--- src/rtl/tff_pkg.sv ---
// Shared encodings for the T flip-flop bank.
package tff_pkg;

  // Operating modes sampled on every rising edge.
  localparam logic [1:0] TFF_TOGGLE = 2'b00;
  localparam logic [1:0] TFF_UP     = 2'b01;
  localparam logic [1:0] TFF_DOWN   = 2'b10;
  localparam logic [1:0] TFF_HOLD   = 2'b11;

endpackage

--- src/rtl/tff_cell.sv ---
// One T flip-flop bit with synchronous active-low reset and synchronous load.
module tff_cell #(
  parameter logic RESET_VAL = 1'b0
) (
  input  logic clk,
  input  logic rstn,
  input  logic load,
  input  logic d,
  input  logic t,
  output logic q
);

  logic r_q;

  // Reset beats load, load beats toggle.
  always_ff @(posedge clk) begin
    if (!rstn)     r_q <= RESET_VAL;
    else if (load) r_q <= d;
    else if (t)    r_q <= ~r_q;
  end

  assign q = r_q;

endmodule

--- src/rtl/tff_bank.sv ---
// Bank of WIDTH T flip-flops acting as a toggle register or an up/down
// counter, with a one-cycle terminal-count pulse and a sticky overflow flag.
module tff_bank
  import tff_pkg::*;
#(
  parameter int                 WIDTH     = 8,
  parameter bit                 WRAP      = 1'b1,
  parameter logic [WIDTH-1:0]   RESET_VAL = '0
) (
  input  logic             clk,
  input  logic             rstn,
  input  logic [1:0]       mode,
  input  logic [WIDTH-1:0] t,
  input  logic             load,
  input  logic [WIDTH-1:0] d,
  input  logic             clr_ovf,
  output logic [WIDTH-1:0] q,
  output logic             tc,
  output logic             ovf
);

  logic [WIDTH-1:0] w_q;
  logic [WIDTH-1:0] w_carry;   // w_carry[i]  = &q[i-1:0]  (bit i toggles on increment)
  logic [WIDTH-1:0] w_borrow;  // w_borrow[i] = ~|q[i-1:0] (bit i toggles on decrement)
  logic [WIDTH-1:0] w_en;
  logic             w_hit;     // enabled count at terminal value this edge
  logic             r_tc;
  logic             r_ovf;

  assign w_carry[0]  = 1'b1;
  assign w_borrow[0] = 1'b1;

  genvar gi;
  generate
    for (gi = 1; gi < WIDTH; gi++) begin : g_chain
      assign w_carry[gi]  = w_carry[gi-1]  &  w_q[gi-1];
      assign w_borrow[gi] = w_borrow[gi-1] & ~w_q[gi-1];
    end
  endgenerate

  // Per-bit toggle enables from mode, t and the carry/borrow chains.
  // When saturating, a terminal hit freezes every bit instead of wrapping.
  always_comb begin
    w_en  = '0;
    w_hit = 1'b0;
    case (mode)
      TFF_TOGGLE: w_en = t;
      TFF_UP: begin
        if (t[0]) begin
          w_hit = &w_q;
          w_en  = (w_hit && !WRAP) ? '0 : w_carry;
        end
      end
      TFF_DOWN: begin
        if (t[0]) begin
          w_hit = ~|w_q;
          w_en  = (w_hit && !WRAP) ? '0 : w_borrow;
        end
      end
      default: w_en = '0;
    endcase
  end

  generate
    for (gi = 0; gi < WIDTH; gi++) begin : g_cell
      tff_cell #(
        .RESET_VAL (RESET_VAL[gi])
      ) u_cell (
        .clk  (clk),
        .rstn (rstn),
        .load (load),
        .d    (d[gi]),
        .t    (w_en[gi]),
        .q    (w_q[gi])
      );
    end
  endgenerate

  // Terminal-count pulse and sticky overflow; load suppresses the hit,
  // and a same-edge set wins over clr_ovf.
  always_ff @(posedge clk) begin
    if (!rstn) begin
      r_tc  <= 1'b0;
      r_ovf <= 1'b0;
    end else begin
      r_tc <= w_hit && !load;
      if (w_hit && !load) r_ovf <= 1'b1;
      else if (clr_ovf)   r_ovf <= 1'b0;
    end
  end

  assign q   = w_q;
  assign tc  = r_tc;
  assign ovf = r_ovf;

endmodule
--- config.mk ---
export PLATFORM = sky130hd
export DESIGN_NAME = tff_bank
export DESIGN_NICKNAME = d
export VERILOG_FILES = /design/src/rtl/tff_pkg.sv /design/src/rtl/tff_cell.sv /design/src/rtl/tff_bank.sv
export SDC_FILE = /design/constraint.sdc
export NUM_CORES = 1
export LEC_CHECK = 0
export BUFFER_PORTS_ARGS = -buffer_cell sky130_fd_sc_hd__clkbuf_2
export CORE_UTILIZATION = 49
export CTS_CLUSTER_SIZE = 28
export DETAILED_ROUTE_END_ITERATION = 16
export HOLD_SLACK_MARGIN = 0.08
export PLACE_DENSITY = 0.83
export SLEW_MARGIN = 20
export SYNTH_ARGS = -nofsm -noshare
export SYNTH_HDL_FRONTEND = slang
export SYNTH_SLANG_ARGS = --single-unit
--- constraint.sdc ---
create_clock -name clk -period 2.9 [get_ports clk]
set_clock_uncertainty 0.1 [all_clocks]
set_input_delay 0.58 -clock clk [delete_from_list [all_inputs] [get_ports clk]]
set_output_delay 0.58 -clock clk [all_outputs]
set_load 0.05 [all_outputs]
==> results of run 1 <==
[routing by layer]
| metal | wire length, µm | vias to the layer above | GRT usage | share of wire |
|---|---|---|---|---|
| li1 | - | 482 | - | - |
| met1 | 946 | 409 | 0.277 | 0.48 |
| met2 | 901 | 29 | 0.336 | 0.46 |
| met3 | 87 | 2 | 0.0440 | 0.044 |
| met4 | 21 | 0 | 0.103 | 0.011 |
| met5 | 0 | - | 0 | 0 |
[worst max-delay path: stages]
cell and delay (ns):
clkbuf_2 0.10, inv_1 0.07, ha_1 0.24, or4b_4 0.51, nor4b_1 0.42, nor4_1 0.10, or3b_1 0.35
[metrics by stage]
stage,total power [µW],setup slack [ns],std cells
finish,381,0.589,164
global placement,285,0.446,161
floorplan,266,0.614,118
detailed placement,288,0.325,161
global route,403,0.461,164
CTS,380,0.604,164
[power breakdown]
| part | switching (µW) | internal [µW] | total [µW] |
|---|---|---|---|
| Sequential | 17.5 | 147 | 164 |
| Clock | 48.0 | 48.0 | 96.0 |
| Combinational | 74.6 | 46.1 | 121 |
[final timing paths]
path | startpoint | endpoint | slack [ns] | depth (start not counted)
max reg2reg | g_cell[1].u_cell.q | g_cell[6].u_cell.q | 0.87 | 4
min reg2reg | ovf | ovf | 0.40 | 2
max | mode[0] | g_cell[6].u_cell.q | 0.59 | 7
min | ovf | ovf | 0.40 | 2
[area by class of cell]
class	count	area, µm²
Inverter	5	18.8
Timing Repair Buffer	31	155
Sequential cell	10	200
Fill cell	178	702
Multi-Input combinational cell	90	597
Tap cell	25	31.3
Clock buffer	3	22.5
[cells by family after synthesis]
family | Yosys count
AOI/OAI and AO/OA | 26
buffers and inverters | 18
xor gates and xnor gates | 1
DFF | 10
muxes | 1
adders and majority gates | 4
and+or+nand+nor | 58
[sequential cells by signal (all words and copies together) (netlist names)]
name             count
g_cell.u_cell.q      8
ovf                  1
tc                   1
[cell usage in the layout, fill, tap and decap left out, types with 2 or more instances in the layout]
cell	count
nor3_1	7
nor2b_1	2
nand2b_1	3
o31ai_1	3
nand4_1	2
a311oi_1	2
nand3_1	8
nand2_1	10
o21ai_0	8
nor3b_1	2
nor2_1	6
a21oi_1	2
dfxtp_1	10
ha_1	4
nor4b_1	2
inv_1	5
clkbuf_4	3
nand3b_1	2
a211oi_1	2
and2_1	2
nor4_1	2
clkbuf_2	31
or3b_1	3
==> results.py, run 1 <==
metrics = {
    "clock_tree": {
        "path_clk_slew_ns": 0.06,
        "htreeDepth": 1,
        "cts_tree": "done",
        "cts_root_buffer": "clkbuf_4",
        "post_cts_buffers": 0,
        "cts_sinks": 10,
        "cts_hold_buf": 0,
        "clock_latency_ns": 0.26,
        "cts_resized": 0,
        "numCtsBuffers": 3,
        "clockBufferDepth": 2,
    },
    "logic_synthesis": {
        "synth_top_cells_by_count": "dfxtp_1, nand2_1, buf_4, nand3_1, o21ai_0",
        "yosysWarnings": 0,
        "synth_edf_count": 0,
        "syn-num-nets": 144,
        "ys_ff_latch": 10,
        "synth-async-reset-ratio": 0,
        "synth_xor_xnor_area_share": 0.00970,
        "synth_top_family_by_area": "simple AND/OR/NAND/NOR gates",
        "synth_area_leaders": "dfxtp_1, buf_4, ha_1",
        "syn-instance-count": 118,
        "yosysTopAreaCell": "dfxtp_1",
        "synth_cell_types": 43,
        "synth_area_per_cell_um2": 7.66,
        "synth-main-ff-cell": "dfxtp_1",
        "synth_compound_area_frac": 0.201,
        "synthMuxAreaShare": 0.0125,
        "yosys.area.top_type_share": 0.222,
        "yosys.area_share.adder": 0.0554,
        "netlist_area_um2": 903,
        "synth-seq-area-share": 0.222,
        "synth_simple_gate_area_frac": 0.382,
    },
    "floorplan": {
        "die_w_um": 44.9,
        "die_area_um2": 2020,
        "io_pins": 32,
        "start_util": 0.523,
        "std_cell_rows": 15,
        "core_area_um2": 1730,
        "die_h_um": 44.9,
    },
    "worst_setup_path": {
        "crit_path_start_kind": "input port",
        "critical_path_arrival_ns": 2.36,
        "worstPathMaxFanout": 6,
        "cp.required_ns": 2.95,
        "critical_path_class": "in2reg",
        "worstSetupEndpointType": "flop",
    },
    "detailed_routing": {
        "ant_nets": 0,
        "drc_errors": 0,
        "wirelength_um": 1960,
        "drt_pre_antenna_iters": 4,
        "wl_per_cell_um": 11.9,
        "vias_per_cell": 5.62,
        "vias": 922,
        "drt-initial-drc-count": 26,
    },
    "timing": {
        "setup-violations-final": 0,
        "finalCriticalPeriod_ns": 2.31,
        "rsz0062_at_grt": "false",
        "max_freq_mhz": 433,
        "drv_slew": 0,
        "worstMarginPinSlew_ns": 0.523,
        "hold_viol_final": 0,
        "slew_headroom": 0.651,
        "fin_tns_setup_ns": 0,
        "final.period_utilization": 0.797,
        "whs_ns": 0.395,
    },
    "hold_path": {
        "hold_path.class": "reg2reg",
    },
    "global_routing": {
        "grt_pass1_vias": 761,
        "grt_pass1_wl_um": 3180,
        "grt_max_degree": 16,
        "grt-ovfl-total": 0,
        "grt_use_total": 0.214,
        "antenna_found_initial": 0,
    },
    "placed_design": {
        "io_buffer_count": 31,
        "hpwl_um": 1450,
        "dpl_cell_area_um2": 1000,
        "gp_congestion": 0.799,
    },
    "power": {
        "power_density_nw_per_um2": 372,
        "cellLeakagePower_uw": 0.000445,
        "peakVddDrop_mv": 0.162,
    },
    "flow_run": {
        "drv_cap": 0,
    },
    "cells_and_area": {
        "postLayoutCellArea_um2": 1020,
        "synthToLayoutAreaGrowth_pct": 13.4,
        "drive_gt1_frac": 0.302,
        "nNetsFinal": 167,
        "fin_util": 0.593,
        "diodes": 0,
    },
    "status": {
        "status": "finished clean",
    },
}
No activity file was read; power rests on OpenSTA's default activity.
==> run 2: changes to the inputs <==
--- a/config.mk
+++ b/config.mk
@@ -5,12 +5,13 @@
 export SDC_FILE = /design/constraint.sdc
 export NUM_CORES = 1
 export LEC_CHECK = 0
+export ABC_AREA = 1
 export BUFFER_PORTS_ARGS = -buffer_cell sky130_fd_sc_hd__clkbuf_2
-export CORE_UTILIZATION = 49
+export CORE_UTILIZATION = 43
 export CTS_CLUSTER_SIZE = 28
 export DETAILED_ROUTE_END_ITERATION = 16
 export HOLD_SLACK_MARGIN = 0.08
-export PLACE_DENSITY = 0.83
+export PLACE_DENSITY = 0.78
 export SLEW_MARGIN = 20
 export SYNTH_ARGS = -nofsm -noshare
 export SYNTH_HDL_FRONTEND = slang
==> constraint.sdc (replaced) <==
create_clock -name clk -period 2.1 [get_ports clk]
set_clock_uncertainty 0.1 [all_clocks]
set_input_delay 0.42 -clock clk [delete_from_list [all_inputs] [get_ports clk]]
set_output_delay 0.42 -clock clk [all_outputs]
set_load 0.05 [all_outputs]
==> run 2 against run 1 <==
Critical path depth shrank 6. Register-to-register slack worse by 0.22 ns. Die area up 6.7%. Core utilization down 3.6 points. Critical path type is now reg2out. Non-clock buffer count grew 1. Hold slack worse by 0.071 ns. First-iteration DRC count fell by 35%. Highest routed layer unchanged. Sequential power up 35%. Power up 48%. Area after synthesis down 6.1%. Final area fell by 3.1%. Clock power is 85% higher.
==> results.py, run 2 <==
metrics = {
    "global_routing": {
        "grt-ovfl-total": 0,
        "grt_use_total": 0.198,
        "grt_pass1_vias": 763,
        "grt_max_degree": 16,
        "grt_pass1_wl_um": 3020,
        "antenna_found_initial": 0,
    },
    "worst_setup_path": {
        "critical_path_arrival_ns": 1.06,
        "worstPathMaxFanout": 8,
        "cp.required_ns": 1.58,
        "critical_path.top_delay_family": "flip-flops",
        "critical_path_class": "reg2out",
        "slowest_stage": "dfxtp_1",
        "worstSetupEndpointType": "primary output",
        "crit_path_max_incr_delay_ns": 0.47,
        "crit_buf_inv": 1,
        "crit_path_start_kind": "flop",
        "path_cells": "clkbuf_2",
    },
    "logic_synthesis": {
        "yosys.area.top_type_share": 0.236,
        "syn-num-nets": 156,
        "synth_top_cells_by_count": "nand2_1, inv_1, dfxtp_1, o21ai_0, nor2_1",
        "synth_edf_count": 0,
        "syn-instance-count": 130,
        "synth-seq-area-share": 0.236,
        "yosysTopAreaCell": "dfxtp_1",
        "netlist_area_um2": 848,
        "synth_cell_types": 25,
        "yosysWarnings": 0,
        "synth.most_common_cell": "nand2_1",
        "synth_area_leaders": "dfxtp_1, nand2_1, buf_4",
        "ys_ff_latch": 10,
        "synth-async-reset-ratio": 0,
        "synth_area_per_cell_um2": 6.53,
        "synth-main-ff-cell": "dfxtp_1",
    },
    "clock_tree": {
        "path_clk_slew_ns": 0.07,
        "cts_sinks": 10,
        "clock_latency_ns": 0.26,
        "cts_root_buffer": "clkbuf_4",
        "cts_tree": "done",
        "post_cts_buffers": 0,
        "htreeDepth": 1,
        "clockBufferDepth": 2,
        "cts_resized": 0,
        "numCtsBuffers": 3,
        "cts_hold_buf": 0,
    },
    "timing": {
        "finalCriticalPeriod_ns": 1.58,
        "max_freq_mhz": 633,
        "drv_slew": 0,
        "fin_tns_setup_ns": 0,
        "final.period_utilization": 0.753,
        "fin_ws_ns": 0.519,
        "hold_viol_final": 0,
        "setup-violations-final": 0,
        "rsz0062_at_grt": "false",
        "worstMarginPinSlew_ns": 0.400,
        "slew_headroom": 0.733,
    },
    "power": {
        "seqPwrFrac": 0.394,
        "cellLeakagePower_uw": 0.000503,
        "pwr-share-clk": 0.317,
        "power_frac_comb": 0.289,
        "power_density_nw_per_um2": 566,
        "p_int_uw": 362,
        "peakVddDrop_mv": 0.275,
        "p_sw_frac": 0.356,
        "p_switching_uw": 200,
    },
    "cells_and_area": {
        "diodes": 0,
        "nNetsFinal": 181,
        "final_cell_mix": "nand2_1, clkbuf_2, inv_1",
        "synthToLayoutAreaGrowth_pct": 17.1,
        "largest_reg_flops": 8,
        "stdcell_count": 179,
        "final_common_cell": "nand2_1",
        "drive_gt1_frac": 0.312,
    },
    "floorplan": {
        "die_w_um": 46.4,
        "std_cell_rows": 15,
        "core_area_um2": 1780,
        "die_area_um2": 2150,
        "io_pins": 32,
        "start_util": 0.476,
        "die_h_um": 46.4,
    },
    "placed_design": {
        "gp_congestion": 0.877,
        "placedCellCount": 175,
        "io_buffer_count": 31,
        "hpwl_um": 1470,
        "dp_slack_ns": 0.325,
    },
    "detailed_routing": {
        "drt_pre_antenna_iters": 4,
        "wl_per_cell_um": 10.4,
        "drt-initial-drc-count": 17,
        "vias": 906,
        "vias_per_cell": 5.06,
        "ant_nets": 0,
        "wirelength_um": 1870,
        "drc_errors": 0,
    },
    "flow_run": {
        "drv_cap": 0,
    },
    "hold_path": {
        "hold_path.class": "in2reg",
    },
    "status": {
        "status": "finished clean",
    },
}
[run 2: cell types whose count changed after synthesis, sizes merged, moves of 3 or more]
| cell | delta |
|---|---|
| nor2 | +5 |
| nor3 | -4 |
| nand2b | -3 |
| nand3 | +4 |
| a31oi | +7 |
| or3b | -3 |
| o31ai | -3 |
| nand2 | +23 |
| inv | +9 |
[run 2: layout make-up]
class / count / area, µm²
Clock buffer: 4 / 36.3
Fill cell: 186 / 790
Inverter: 15 / 57.6
Tap cell: 25 / 31.3
Timing Repair Buffer: 32 / 163
Multi-Input combinational cell: 93 / 505
Sequential cell: 10 / 200
[run 2: final timing paths]
kind | start | endpoint | slack, ns | depth (start not counted)
max | g_cell[2].u_cell.q | q[2] | 0.52 | 1
min | d[6] | g_cell[6].u_cell.q | 0.32 | 3
max reg2reg | g_cell[1].u_cell.q | g_cell[7].u_cell.q | 0.65 | 8
min reg2reg | ovf | ovf | 0.42 | 2
[run 2: per-stage QoR]
stage / power, µW / area [µm²] / hold slack [ns] / util
floorplan: 357 / 848 / 0.384 / -
global placement: 384 / 957 / 0.373 / 0.537
detailed placement: 389 / 957 / 0.415 / 0.537
CTS: 565 / 993 / 0.324 / 0.557
global route: 598 / 993 / 0.335 / 0.557
finish: 562 / 993 / 0.324 / 0.557
[run 2: cells by family (layout without fill, tap and decap cells)]
logic type,Yosys count,after routing,share of synthesized area
buffers and inverters,27,51,0.168
adder cells (fa/ha/maj),4,4,0.0590
AO/OA/AOI/OAI,21,21,0.146
AND/OR/NAND/NOR,68,68,0.391
flip-flops,10,10,0.236
[run 2: power groups by stage]
stage	Clock, µW	Combinational, µW	Sequential, µW
after floorplan	0	134	223
after global placement	0	159	225
after detailed placement	0	164	226
after CTS	179	165	221
after global routing	193	181	224
final	178	163	221
[run 2: per-layer routing]
| metal | vias up | GRT usage | share of wire | wire [µm] |
|---|---|---|---|---|
| met5 | - | 0 | 0 | 0 |
| met4 | 0 | 0.0706 | 0.015 | 28 |
| met3 | 8 | 0.0510 | 0.054 | 100 |
| met2 | 27 | 0.331 | 0.47 | 876 |
| met1 | 396 | 0.240 | 0.46 | 859 |
| li1 | 475 | - | - | - |
==> run 3: changes to the inputs <==
==> constraint.sdc (replaced) <==
create_clock -name clk -period 1.4 [get_ports clk]
set_clock_uncertainty 0.1 [all_clocks]
set_input_delay 0.28 -clock clk [delete_from_list [all_inputs] [get_ports clk]]
set_output_delay 0.28 -clock clk [all_outputs]
set_load 0.05 [all_outputs]
==> run 3 against run 2 <==
First-iteration DRC count shrank 41%. Non-clock buffer count is 7 higher. Register-to-register slack got worse by 0.57 ns. Via count rose by 2.9%. Final cell count increased by 3.9%. Global-route usage up 0.98 points. Die area is the same. Largest cell class unchanged. Highest routed layer unchanged. Combinational power increased by 74%. Sequential cell count unchanged.
==> results.py, run 3 (synthesized netlist as in run 2, its figures left out) <==
metrics = {
    "power": {
        "power_density_nw_per_um2": 801,
        "cellLeakagePower_uw": 0.000543,
        "p_total_uw": 893,
        "peakVddDrop_mv": 0.556,
    },
    "detailed_routing": {
        "met1_length_um": 901,
        "ant_nets": 0,
        "drt-initial-drc-count": 10,
        "vias_per_cell": 5.01,
        "vias": 932,
        "wl_per_cell_um": 10.7,
        "dr_wl_met3_um": 96,
        "wl_met2_um": 943,
        "top_layer": "met4",
        "drc_errors": 0,
        "drt_pre_antenna_iters": 4,
        "wirelength_um": 1990,
    },
    "global_routing": {
        "antenna_found_initial": 0,
        "grt_max_degree": 16,
        "grt_use_total": 0.207,
        "grt_pass1_wl_um": 3100,
        "grt_pass1_vias": 777,
        "grt-ovfl-total": 0,
    },
    "floorplan": {
        "die_area_um2": 2150,
        "die_w_um": 46.4,
        "std_cell_rows": 15,
        "start_util": 0.476,
        "core_area_um2": 1780,
        "die_h_um": 46.4,
        "io_pins": 32,
    },
    "clock_tree": {
        "cts_tree": "done",
        "clockBufferDepth": 2,
        "htreeDepth": 1,
        "numCtsBuffers": 3,
        "post_cts_buffers": 0,
        "cts_sinks": 10,
        "clock_latency_ns": 0.28,
        "cts_root_buffer": "clkbuf_4",
        "path_clk_slew_ns": 0.08,
    },
    "worst_setup_path": {
        "cp.required_ns": 1.02,
        "critical_path_arrival_ns": 0.99,
        "r2r_slack_ns": 0.08,
        "worstPathMaxFanout": 5,
        "worstSetupEndpointType": "primary output",
        "critical_path_class": "reg2out",
        "crit_path_start_kind": "flop",
    },
    "flow_run": {
        "drv_cap": 0,
    },
    "cells_and_area": {
        "drive_gt1_frac": 0.422,
        "final_cell_mix": "nand2_1, clkbuf_2, inv_1",
        "diodes": 0,
        "nNetsFinal": 188,
        "final_common_cell": "nand2_1",
        "synthToLayoutAreaGrowth_pct": 31.4,
        "largest_reg_flops": 8,
    },
    "placed_design": {
        "dp_slack_ns": -0.212,
        "gp_congestion": 0.851,
        "hpwl_um": 1530,
        "io_buffer_count": 31,
    },
    "timing": {
        "rsz0062_at_grt": "true",
        "worstMarginPinSlew_ns": 0.297,
        "drv_slew": 0,
        "fin_ws_ns": 0.0265,
        "final.period_utilization": 0.981,
        "hold_viol_final": 0,
        "finalCriticalPeriod_ns": 1.37,
        "max_freq_mhz": 728,
        "whs_ns": 0.169,
        "slew_headroom": 0.800,
        "setup-violations-final": 0,
    },
    "hold_path": {
        "hold_path.class": "in2reg",
    },
    "status": {
        "status": "finished clean",
    },
}
run 3: cell count changes in the layout (fill, tap and decap cells not counted), sizes merged:
cell,before,now
buf,1,10
clkbuf,35,33
run 3: metrics by stage:
step | std cells | instance area [µm²] | TNS, ns | util
final | 186 | 1110 | 0 | 0.625
after global routing | 186 | 1110 | -0.0261 | 0.625
after CTS | 186 | 1070 | 0 | 0.599
after detailed placement | 182 | 1010 | -1.16 | 0.566
after global placement | 182 | 1010 | -0.846 | 0.566
after floorplan | 130 | 848 | 0 | -
run 3: path summary, 6_finish.rpt:
| path | startpoint | to | cells past startpoint |
|---|---|---|---|
| min | clr_ovf | ovf | 3 |
| min reg2reg | ovf | ovf | 2 |
| max reg2reg | g_cell[2].u_cell.q | g_cell[6].u_cell.q | 8 |
| max | g_cell[1].u_cell.q | q[1] | 2 |
run 3: routing by layer:
metal  vias up  track usage
met1       418        0.235
met3         6       0.0549
met2        23        0.336
met5         -            0
li1        485            -
met4         0        0.135
run 3: final cells by class:
cell class              instances  area, µm²
inverters                      15       57.6
clock buffers                   4       36.3
fillers                       179        668
flip-flops and latches         10        213
repair buffers                 39        236
well taps                      25       31.3
multi-input cells              93        541
run 3: power by group:
part,switching [µW],internal [µW]
logic,173,110
clock network,117,158
registers,29.8,305
total,320,574
run 3: critical path, stage by stage (launching register included):
cell and delay [ns]:
dfxtp_2 0.39, buf_4 0.14, buf_4 0.19
run 3: repair_timing:
item | CTS | global route
gates resized for setup | 9 | 21
endpoints found under the setup margin | 5 | 10
pin swaps | 0 | 3
cloned | 0 | 0
hold endpoints to repair | 0 | 0
hold buffers | 0 | 0
